===== config.mk =====
export PLATFORM = sky130hd
export DESIGN_NAME = audio_level_meter
export DESIGN_NICKNAME = d
export VERILOG_FILES = /design/src/rtl/audio_level_meter.sv
export SDC_FILE = /design/constraint.sdc
export NUM_CORES = 1
export LEC_CHECK = 0
export BUFFER_PORTS_ARGS = -buffer_cell sky130_fd_sc_hd__buf_2
export CELL_PAD_IN_SITES_DETAIL_PLACEMENT = 0
export CELL_PAD_IN_SITES_GLOBAL_PLACEMENT = 1
export CORE_MARGIN = 1.5
export CORE_UTILIZATION = 46
export CTS_CLUSTER_SIZE = 25
export DETAILED_ROUTE_END_ITERATION = 16
export PLACE_DENSITY_LB_ADDON = 0.1
export SETUP_SLACK_MARGIN = 0.2
export SLEW_MARGIN = 20
export SYNTH_ARGS = -nofsm -noshare
export SYNTH_HDL_FRONTEND = slang
export SYNTH_SLANG_ARGS = --single-unit

===== constraint.sdc =====
create_clock -name CLOCK_50 -period 8.6 [get_ports CLOCK_50]
set_clock_uncertainty 0.05 [all_clocks]
set_input_delay 2.15 -clock CLOCK_50 [delete_from_list [all_inputs] [get_ports CLOCK_50]]
set_output_delay 2.15 -clock CLOCK_50 [all_outputs]
set_load 0.01 [all_outputs]

===== src/rtl/audio_level_meter.sv =====
// Stereo PCM signal-strength meter: channel select, saturating gain, log-scale
// level, peak hold with timed decay and a held clip indicator, driving an LED bar.
module audio_level_meter #(
  parameter int unsigned SAMPLE_W     = 32,
  parameter int unsigned NUM_LEDS     = 10,
  parameter int unsigned FLOOR_BIT    = 21,
  parameter int unsigned HOLD_CYCLES  = 25_000_000,
  parameter int unsigned DECAY_CYCLES = 2_500_000
) (
  input  logic                                 CLOCK_50,
  input  logic                                 reset,
  input  logic                                 sample_valid,
  input  logic signed [SAMPLE_W-1:0]           left_sample,
  input  logic signed [SAMPLE_W-1:0]           right_sample,
  input  logic        [1:0]                    ch_mode,
  input  logic        [1:0]                    gain,
  output logic        [NUM_LEDS-1:0]           leds,
  output logic        [$clog2(NUM_LEDS+1)-1:0] level,
  output logic        [$clog2(NUM_LEDS+1)-1:0] peak,
  output logic                                 clip
);

  localparam int unsigned LVL_W  = $clog2(NUM_LEDS + 1);
  localparam int unsigned ABS_W  = SAMPLE_W - 1;
  localparam int unsigned EXT_W  = SAMPLE_W + 3;
  localparam int unsigned HOLD_W = (HOLD_CYCLES > 0) ? $clog2(HOLD_CYCLES + 1) : 1;
  localparam int unsigned DEC_W  = (DECAY_CYCLES > 1) ? $clog2(DECAY_CYCLES) : 1;
  localparam logic [SAMPLE_W-1:0] S_MIN = {1'b1, {(SAMPLE_W-1){1'b0}}};
  localparam logic [SAMPLE_W-1:0] S_MAX = ~S_MIN;

  typedef enum logic {ST_HOLD, ST_DECAY} peak_state_t;

  logic signed [SAMPLE_W:0]   w_sum;
  logic        [SAMPLE_W-1:0] w_mag_l, w_mag_r, w_sel, w_gained;
  logic        [EXT_W-1:0]    w_shift;
  logic                       w_sat, w_clip_pend;
  logic        [ABS_W-1:0]    w_abs;
  logic        [LVL_W-1:0]    w_level_n, w_level_nxt, w_peak_nxt;
  logic        [HOLD_W-1:0]   w_hold_nxt;
  logic        [DEC_W-1:0]    w_decay_nxt;
  logic        [NUM_LEDS-1:0] w_leds_nxt;
  peak_state_t                w_state;

  logic                       r_valid_d1, r_clip_pend, r_clip;
  logic        [ABS_W-1:0]    r_abs;
  logic        [LVL_W-1:0]    r_level, r_peak;
  logic        [NUM_LEDS-1:0] r_leds;
  logic        [HOLD_W-1:0]   r_hold_cnt, r_clip_cnt;
  logic        [DEC_W-1:0]    r_decay_cnt;

  // Stage 1: channel select, gain with saturation, magnitude
  always_comb begin
    w_sum   = (SAMPLE_W+1)'(left_sample) + (SAMPLE_W+1)'(right_sample);
    w_mag_l = left_sample[SAMPLE_W-1]  ? SAMPLE_W'(-left_sample)  : SAMPLE_W'(left_sample);
    w_mag_r = right_sample[SAMPLE_W-1] ? SAMPLE_W'(-right_sample) : SAMPLE_W'(right_sample);
    case (ch_mode)
      2'b00:   w_sel = left_sample;
      2'b01:   w_sel = right_sample;
      2'b10:   w_sel = (w_mag_l >= w_mag_r) ? left_sample : right_sample;
      default: w_sel = SAMPLE_W'(w_sum >>> 1);
    endcase
    w_shift = {{3{w_sel[SAMPLE_W-1]}}, w_sel} << gain;
    w_sat   = ~((&w_shift[EXT_W-1:SAMPLE_W-1]) | (~|w_shift[EXT_W-1:SAMPLE_W-1]));
    if (w_sat) w_gained = w_shift[EXT_W-1] ? S_MIN : S_MAX;
    else       w_gained = w_shift[SAMPLE_W-1:0];
    // Most negative value has no positive twin; report it as full scale
    if (w_gained == S_MIN)           w_abs = '1;
    else if (w_gained[SAMPLE_W-1])   w_abs = ABS_W'(-w_gained);
    else                             w_abs = w_gained[ABS_W-1:0];
    w_clip_pend = w_sat | (w_gained == S_MIN);
  end

  // Stage 2: MSB position above the floor maps to a bar level
  always_comb begin
    w_level_n = '0;
    for (int unsigned i = 0; i < ABS_W; i++) begin
      if (r_abs[i]) begin
        if (i < FLOOR_BIT)                      w_level_n = '0;
        else if (i - FLOOR_BIT + 1 >= NUM_LEDS) w_level_n = LVL_W'(NUM_LEDS);
        else                                    w_level_n = LVL_W'(i - FLOOR_BIT + 1);
      end
    end
  end

  // Peak hold/decay next state and bar pattern
  always_comb begin
    w_level_nxt = r_valid_d1 ? w_level_n : r_level;
    w_peak_nxt  = r_peak;
    w_hold_nxt  = r_hold_cnt;
    w_decay_nxt = r_decay_cnt;
    w_state     = (r_hold_cnt != '0) ? ST_HOLD : ST_DECAY;
    if (r_valid_d1 && (w_level_n >= r_peak)) begin
      w_peak_nxt  = w_level_n;
      w_hold_nxt  = HOLD_W'(HOLD_CYCLES);
      w_decay_nxt = '0;
    end else begin
      case (w_state)
        ST_HOLD: w_hold_nxt = r_hold_cnt - HOLD_W'(1);
        default: begin
          if (r_decay_cnt == DEC_W'(DECAY_CYCLES - 1)) begin
            w_decay_nxt = '0;
            if (r_peak > w_level_nxt) w_peak_nxt = r_peak - LVL_W'(1);
          end else begin
            w_decay_nxt = r_decay_cnt + DEC_W'(1);
          end
        end
      endcase
    end
    w_leds_nxt = '0;
    for (int unsigned k = 0; k < NUM_LEDS; k++) begin
      w_leds_nxt[k] = (w_level_nxt > LVL_W'(k)) | (w_peak_nxt == LVL_W'(k + 1));
    end
  end

  always_ff @(posedge CLOCK_50) begin
    if (reset) begin
      r_valid_d1  <= 1'b0;
      r_clip_pend <= 1'b0;
      r_abs       <= '0;
      r_level     <= '0;
      r_peak      <= '0;
      r_leds      <= '0;
      r_hold_cnt  <= '0;
      r_decay_cnt <= '0;
      r_clip_cnt  <= '0;
      r_clip      <= 1'b0;
    end else begin
      r_valid_d1 <= sample_valid;
      if (sample_valid) begin
        r_abs       <= w_abs;
        r_clip_pend <= w_clip_pend;
      end
      r_level     <= w_level_nxt;
      r_peak      <= w_peak_nxt;
      r_leds      <= w_leds_nxt;
      r_hold_cnt  <= w_hold_nxt;
      r_decay_cnt <= w_decay_nxt;
      if (r_valid_d1 && r_clip_pend) begin
        r_clip     <= (HOLD_CYCLES != 0);
        r_clip_cnt <= HOLD_W'(HOLD_CYCLES);
      end else if (r_clip_cnt != '0) begin
        r_clip_cnt <= r_clip_cnt - HOLD_W'(1);
        if (r_clip_cnt == HOLD_W'(1)) r_clip <= 1'b0;
      end
    end
  end

  assign leds  = r_leds;
  assign level = r_level;
  assign peak  = r_peak;
  assign clip  = r_clip;

endmodule


==> results of run 1 <==
-- layout by cell type (no fill, tap or decap), types with 28 or more instances in the layout --
cell type | netlist | final
xor2_1 | 64 | 64
ha_1 | 80 | 80
buf_4 | 1 | 42
dfxtp_1 | 103 | 103
nand2_1 | 133 | 132
inv_1 | 43 | 43
a21oi_1 | 116 | 116
nand3_1 | 29 | 28
nor2_1 | 146 | 145
o21ai_0 | 73 | 72
xnor2_1 | 76 | 76
buf_2 | 1 | 89
nor3_1 | 38 | 37
-- kinds of logic after synthesis --
family / synth area share, %
AND/OR/NAND/NOR: 25.5
XOR/XNOR: 11.3
adder cells (fa/ha/maj): 9.41
flip-flops: 19.0
AO/OA/AOI/OAI: 27.2
buffers and inverters: 4.11
multiplexers: 3.40
-- worst min path at each step --
stage / from / endpoint / slack, ps / depth (start not counted)
after floorplan: r_hold_cnt[9] / r_hold_cnt[9] / 390 / 2
after global placement: r_hold_cnt[9] / r_hold_cnt[9] / 400 / 2
after detailed placement: r_hold_cnt[9] / r_hold_cnt[9] / 410 / 2
after CTS: r_hold_cnt[9] / r_hold_cnt[9] / 410 / 2
after global routing: r_hold_cnt[9] / r_hold_cnt[9] / 450 / 2
final: r_hold_cnt[9] / r_hold_cnt[9] / 410 / 2
-- layer usage --
layer / vias to the layer above / GRT usage [%] / part of all wire (%)
met1: 5247 / 37.4 / 45
met3: 78 / 1.88 / 4.6
li1: 5568 / - / -
met2: 374 / 48.6 / 47
met5: - / 0 / 0
met4: 0 / 13.6 / 4.1
-- flip-flops by register name, indices dropped and copies added, names as in the netlist --
name,count
r_clip_cnt,25
r_hold_cnt,25
r_decay_cnt,22
level,4
r_clip_pend,1
peak,4
r_abs,10
leds,10
clip,1
r_valid_d1,1
-- cell type report --
cell class | count | share of cell area [%]
sequential | 103 | 17.0
tap | 319 | 3.29
clock buffer | 10 | 1.97
timing repair buffer | 131 | 6.28
multi-input combinational | 1232 | 69.7
clock inverter | 6 | 0.413
inverter | 43 | 1.33
-- critical path: stages --
cell      delay, ps
buf_2           140
or4_4           540
or4_4           440
nor2_1          150
nand2b_1        120
nand2b_1        220
nor2_1          140
nand2_1          90
or4b_2          650
ha_1            330
nand4_1         150
inv_1            70
a221oi_2        250
buf_4           160
and2_1          150
nand2_2          90
buf_4           210
buf_4           150
a211oi_1        390
mux2_2          240
a31o_2          140
and4_1          210
and3_4          220
and4b_4         300
mux2_1          350
nor4_1          220
-- where the power goes --
group | internal, uW | switching [uW]
sequential | 592 | 107
clock | 209 | 191
combinational | 500 | 684
total | 1300 | 981
-- stage by stage --
| stage | utilization (%) | hold slack (ps) | std cells |
|---|---|---|---|
| final | 51.9 | 415 | 1844 |
| after global routing | 51.9 | 453 | 1844 |
| after CTS | 51.5 | 415 | 1843 |
| after detailed placement | 50.3 | 405 | 1827 |
| after global placement | 50.3 | 402 | 1827 |
| after floorplan | - | 392 | 1444 |
-- timing repair --
action                     4_1_cts  5_1_grt
setup endpoints to repair        0       11
resized for setup                0       19
hold buffers                     0        0
==> results.tsv, run 1 <==
stage	metric	value	unit
sta	final hold violation count	0	
placement	port bufs	89	
cells_and_area	Area growth syn-to-layout	11.7	%
sta	slew margin rel.	33.7	%
setup_path	Worst Path Arrival	8270	ps
setup_path	critical path type	primary input to flip-flop	
logic_synthesis	commonest cells in the netlist	146 x nor2_1, 133 x nand2_1, 116 x a21oi_1	
logic_synthesis	Post-synth EDFFs	0	
setup_path	FF-to-FF End	leds[0]	
power_and_ir_drop	Lkg Pwr	0.00477	uW
detailed_routing	post-detailed-route count of antenna-violating nets	0	
cells_and_area	layout cell share with drive strength beyond 1	14.1	%
die	IO Pins	90	
logic_synthesis	Top FF cell, synth	dfxtp_1	
logic_synthesis	Synth area leaders	dfxtp_1 19%, ha_1 9.2%, xnor2_1 6.1%	
logic_synthesis	synth unique cells	96	
hold_path	Worst Hold Class	flip-flop to flip-flop	
cells_and_area	# fillers	2384	
sta	final count of pins violating max slew	0	
global_route	GR Util All Layers	28.8	%
global_route	grt ovf	0	
placement	RD Place Congestion	0.934	
sta	final setup fails	0	
sta	Worst Setup Slack, final	538	ps
detailed_routing	DR vias/cell	6.11	
sta	TNS Setup	0	ps
logic_synthesis	synthesized area	10800	um2
detailed_routing	final wirelength	35.6	mm
clock_network	CTS root buf	clkbuf_16	
sta	Max Fclk	124	MHz
die	die area	24500	um2
power_and_ir_drop	Pwr Density	188	nW/um2
status	status	finished clean	
placement	DP HPWL	27.6	mm
clock_network	Sink Count	103	
sta	fin crit share	93.7	%
sta	Least-Margin Pin Slew	991	ps
setup_path	Setup crit start kind	primary input	
global_route	number of global-route vias before repair	10556	
power_and_ir_drop	Power Total	2280	uW
logic_synthesis	most frequent cell after synthesis	nor2_1	
clock_network	H-tree depth	3	
cells_and_area	ant diodes	0	
die	CORE AREA	23300	um2
clock_network	CTS buffer count	9	
job	max_cap viols	0	
setup_path	R2R Setup Slk	4510	ps
setup_path	Reg2Reg Depth	19	
logic_synthesis	top cell type's share of synthesized area	19.0	%
logic_synthesis	sequential area share after synthesis	19.0	%
detailed_routing	routed len/inst	19.3	um
sta	RSZ-0062 raised after global routing	no	
detailed_routing	DR pass1 iterations	5	
die	initial core utilization	46.5	%
cells_and_area	area of the multi-input gates	8440	um2
cells_and_area	fin nets	1672	
die	row count	56	
detailed_routing	initial drt markers	965	
setup_path	WP data required	8810	ps
global_route	first-pass GRT wire length	55.9	mm
setup_path	Setup crit start	right_sample[10]	
cells_and_area	register area	2060	um2
setup_path	Critical Path End Type	flip-flop	
power_and_ir_drop	VDD IR max	0.0978	mV
die	Die W	157	um
setup_path	CP max FO	7	
logic_synthesis	Mapped Cells	1444	
clock_network	CTS tree	yes	
cells_and_area	Final Cell Area	12100	um2
setup_path	crit path to	r_abs[29]	
clock_network	Clock Latency Late Sink	350	ps
global_route	largest net degree at the start of global routing	57	
global_route	antenna violations before repair	0	
detailed_routing	Vias	11267	
logic_synthesis	FF+latch count, synth	103	
logic_synthesis	leading area contributor after synthesis	dfxtp_1	
clock_network	setup bufs post-CTS	0	
die	DIE HEIGHT	157	um
placement	Cell Area, Placed	11700	um2
logic_synthesis	yosys warns	0	
sta	min Tclk post-route	8060	ps
logic_synthesis	Post-synth ARST share	0	%
detailed_routing	Post-route DRC	0	
logic_synthesis	synthesized net count	1596	
placement	Setup Slack @ Placement	18.4	ps
logic_synthesis	Avg Cell Area, Syn	7.51	um2
setup_path	worst flop-to-flop path startpoint	r_abs[24]	
clock_network	CTS max path bufs	2	
clock_network	CTS clk-pin slew, worst paths	80	ps
Power figures use the tool's default switching activity.
==> run 2: changes to the inputs <==
CORE_UTILIZATION = 41   (was 46)
clock period = 7.2 ns   (was 8.6 ns; I/O delays follow)
==> results.tsv, run 2 (synthesis results as in run 1) <==
stage	metric	value	unit	change
global_route	number of global-route vias before repair	11262		was 10556
placement	Cells after DPL	1967		was 1827
setup_path	Critical Path End Type	flip-flop		unchanged
global_route	largest net degree at the start of global routing	57		unchanged
job	max_cap viols	0		unchanged
die	die area	27400	um2	was 24500 um2
cells_and_area	fin nets	1815		was 1672
power_and_ir_drop	Pwr Density	217	nW/um2	was 188 nW/um2
power_and_ir_drop	Cell Int Power	1750	uW	was 1300 uW
power_and_ir_drop	VDD IR max	0.182	mV	was 0.0978 mV
die	initial core utilization	41.7	%	was 46.5%
sta	Max Fclk	138	MHz	
power_and_ir_drop	Clk network pwr share	18.6	%	was 17.5%
detailed_routing	initial drt markers	915		was 965
clock_network	CTS tree	yes		unchanged
die	Die W	166	um	was 157 um
power_and_ir_drop	combinational power share	53.3	%	was 51.9%
detailed_routing	post-detailed-route count of antenna-violating nets	0		unchanged
placement	RD Place Congestion	0.956		was 0.934
detailed_routing	Post-route DRC	0		unchanged
detailed_routing	final wirelength	37.4	mm	was 35.6 mm
placement	DP HPWL	29.2	mm	was 27.6 mm
setup_path	CP max FO	7		unchanged
clock_network	H-tree depth	3		unchanged
die	row count	59		was 56
setup_path	WP data required	7410	ps	was 8810 ps
setup_path	Worst path max stage delay	530	ps	was 650 ps
cells_and_area	final core occ	52.4	%	was 51.9%
sta	Hold WS	421	ps	was 415 ps
detailed_routing	Vias	11846		was 11267
clock_network	Clock Latency Late Sink	340	ps	was 350 ps
status	failing checks	negative setup slack		
detailed_routing	DR pass1 iterations	5		unchanged
power_and_ir_drop	Flop pwr share	28.1	%	was 30.6%
sta	slew margin rel.	44.6	%	was 33.7%
setup_path	critical path type	primary input to flip-flop		unchanged
sta	final hold violation count	0		unchanged
clock_network	CTS root buf	clkbuf_16		unchanged
setup_path	Worst Path Arrival	7470	ps	was 8270 ps
cells_and_area	Final Cell Area	13600	um2	was 12100 um2
placement	Setup Slack @ Placement	-936	ps	was 18.4 ps
detailed_routing	DR vias/cell	5.92		was 6.11
cells_and_area	Area growth syn-to-layout	25.6	%	was 11.7%
placement	Cell Area, Placed	12800	um2	was 11700 um2
global_route	first-pass GRT wire length	59.5	mm	was 55.9 mm
setup_path	CP max stage cell	or4_4		was or4b_2
die	DIE HEIGHT	166	um	was 157 um
sta	RSZ-0062 raised after global routing	yes		was no
detailed_routing	routed len/inst	18.7	um	was 19.3 um
cells_and_area	ant diodes	0		unchanged
power_and_ir_drop	Sw Pwr	1210	uW	was 981 uW
placement	port bufs	89		unchanged
power_and_ir_drop	sw frac	40.9	%	was 43.0%
cells_and_area	layout cell share with drive strength beyond 1	23.3	%	was 14.1%
cells_and_area	commonest non-fill, non-tap cell in the layout	buf_4		was nor2_1
clock_network	CTS clk-pin slew, worst paths	70	ps	was 80 ps
clock_network	CTS max path bufs	2		unchanged
sta	min Tclk post-route	7260	ps	
hold_path	Worst Hold Class	flip-flop to flip-flop		unchanged
status	status	finished, violations left		was finished clean
global_route	grt ovf	0		unchanged
cells_and_area	# fillers	2552		was 2384
cells_and_area	Finished Layout Cells	2001		was 1844
cells_and_area	biggest regs	r_clip_cnt x25, r_hold_cnt x25, r_decay_cnt x22		unchanged
setup_path	Setup crit start kind	primary input		unchanged
global_route	antenna violations before repair	0		unchanged
clock_network	Sink Count	103		unchanged
die	CORE AREA	26000	um2	was 23300 um2
sta	fin crit share	101	%	
die	IO Pins	90		unchanged
clock_network	CTS buffer count	9		unchanged
global_route	GR Util All Layers	26.2	%	was 28.8%
sta	Worst Setup Slack, final	-62.9	ps	was 538 ps
cells_and_area	most frequent cells in the layout	175 x buf_4, 144 x nor2_1, 128 x nand2_1, 115 x a21oi_1, 103 x dfxtp_1		was 145 x nor2_1, 132 x nand2_1, 116 x a21oi_1, 103 x dfxtp_1, 89 x buf_2
sta	final setup fails	10		was 0
sta	Least-Margin Pin Slew	823	ps	was 991 ps
sta	final count of pins violating max slew	0		unchanged
power_and_ir_drop	Lkg Pwr	0.00559	uW	was 0.00477 uW
==> run 2: cell types whose count changed in the layout (fill, tap and decap cells not counted), moves of 4 or more <==
cell and change:
buf_4 +133, buf_6 +10, nand2_1 -4, nor2_4 +4, o21ai_0 -8, o21ai_1 +7
==> run 2: layer usage <==
| layer | wire [um] | vias up | track usage, % | part of all wire (%) |
|---|---|---|---|---|
| met4 | 1250 | 0 | 9.52 | 3.3 |
| met5 | 0 | - | 0 | 0 |
| met3 | 1430 | 77 | 1.89 | 3.8 |
| met1 | 17000 | 5556 | 34.5 | 45 |
| li1 | - | 5867 | - | - |
| met2 | 17700 | 346 | 45.0 | 47 |
==> run 2: path summary, 6_finish.rpt <==
kind	startpoint	to	slack, ps	cells past startpoint
hold / removal	clip	clip	420	2
setup / recovery	right_sample[9]	r_abs[29]	-60	26
hold reg to reg	clip	clip	420	2
setup reg to reg	r_hold_cnt[14]	leds[0]	3120	13
==> run 2: area by class of cell <==
class	count	area (um2)	area share, %
repair buffers	274	1890	13.8
clock buffers	9	225	1.65
well taps	335	419	3.08
flip-flops and latches	103	2060	15.1
inverters	43	161	1.18
clock inverters	5	106	0.780
multi-input cells	1232	8770	64.3
==> run 2: power groups by stage <==
stage	clock (uW)	sequential, uW	combinational (uW)
final	550	833	1580
after global routing	587	855	1750
after CTS	562	832	1550
after detailed placement	0	843	1500
after global placement	0	841	1490
after floorplan	0	823	1050
==> run 2: timing repair <==
item / 4_1_cts / 5_1_grt
buffers inserted: 9 / 9
hold buffers: 0 / 0
resized for setup: 53 / 28
endpoints found under the setup margin: 11 / 11
pin swaps: 25 / 10
gates cloned: 1 / 1
==> run 2: critical path, delay by kind of cell <==
family	cells	cell delay, ps
compound gates	4	860
fa+ha+maj	1	290
buf+inv	5	770
mux	1	320
simple gates	15	3410
==> run 2: through the flow <==
| step | setup TNS (ps) | power, uW |
|---|---|---|
| 2_1_floorplan | -685 | 1880 |
| 5_1_grt | -2610 | 3190 |
| 6_report | -205 | 2960 |
| 3_3_place_gp | -7920 | 2340 |
| 3_5_place_dp | -9400 | 2350 |
| 4_1_cts | 0 | 2940 |
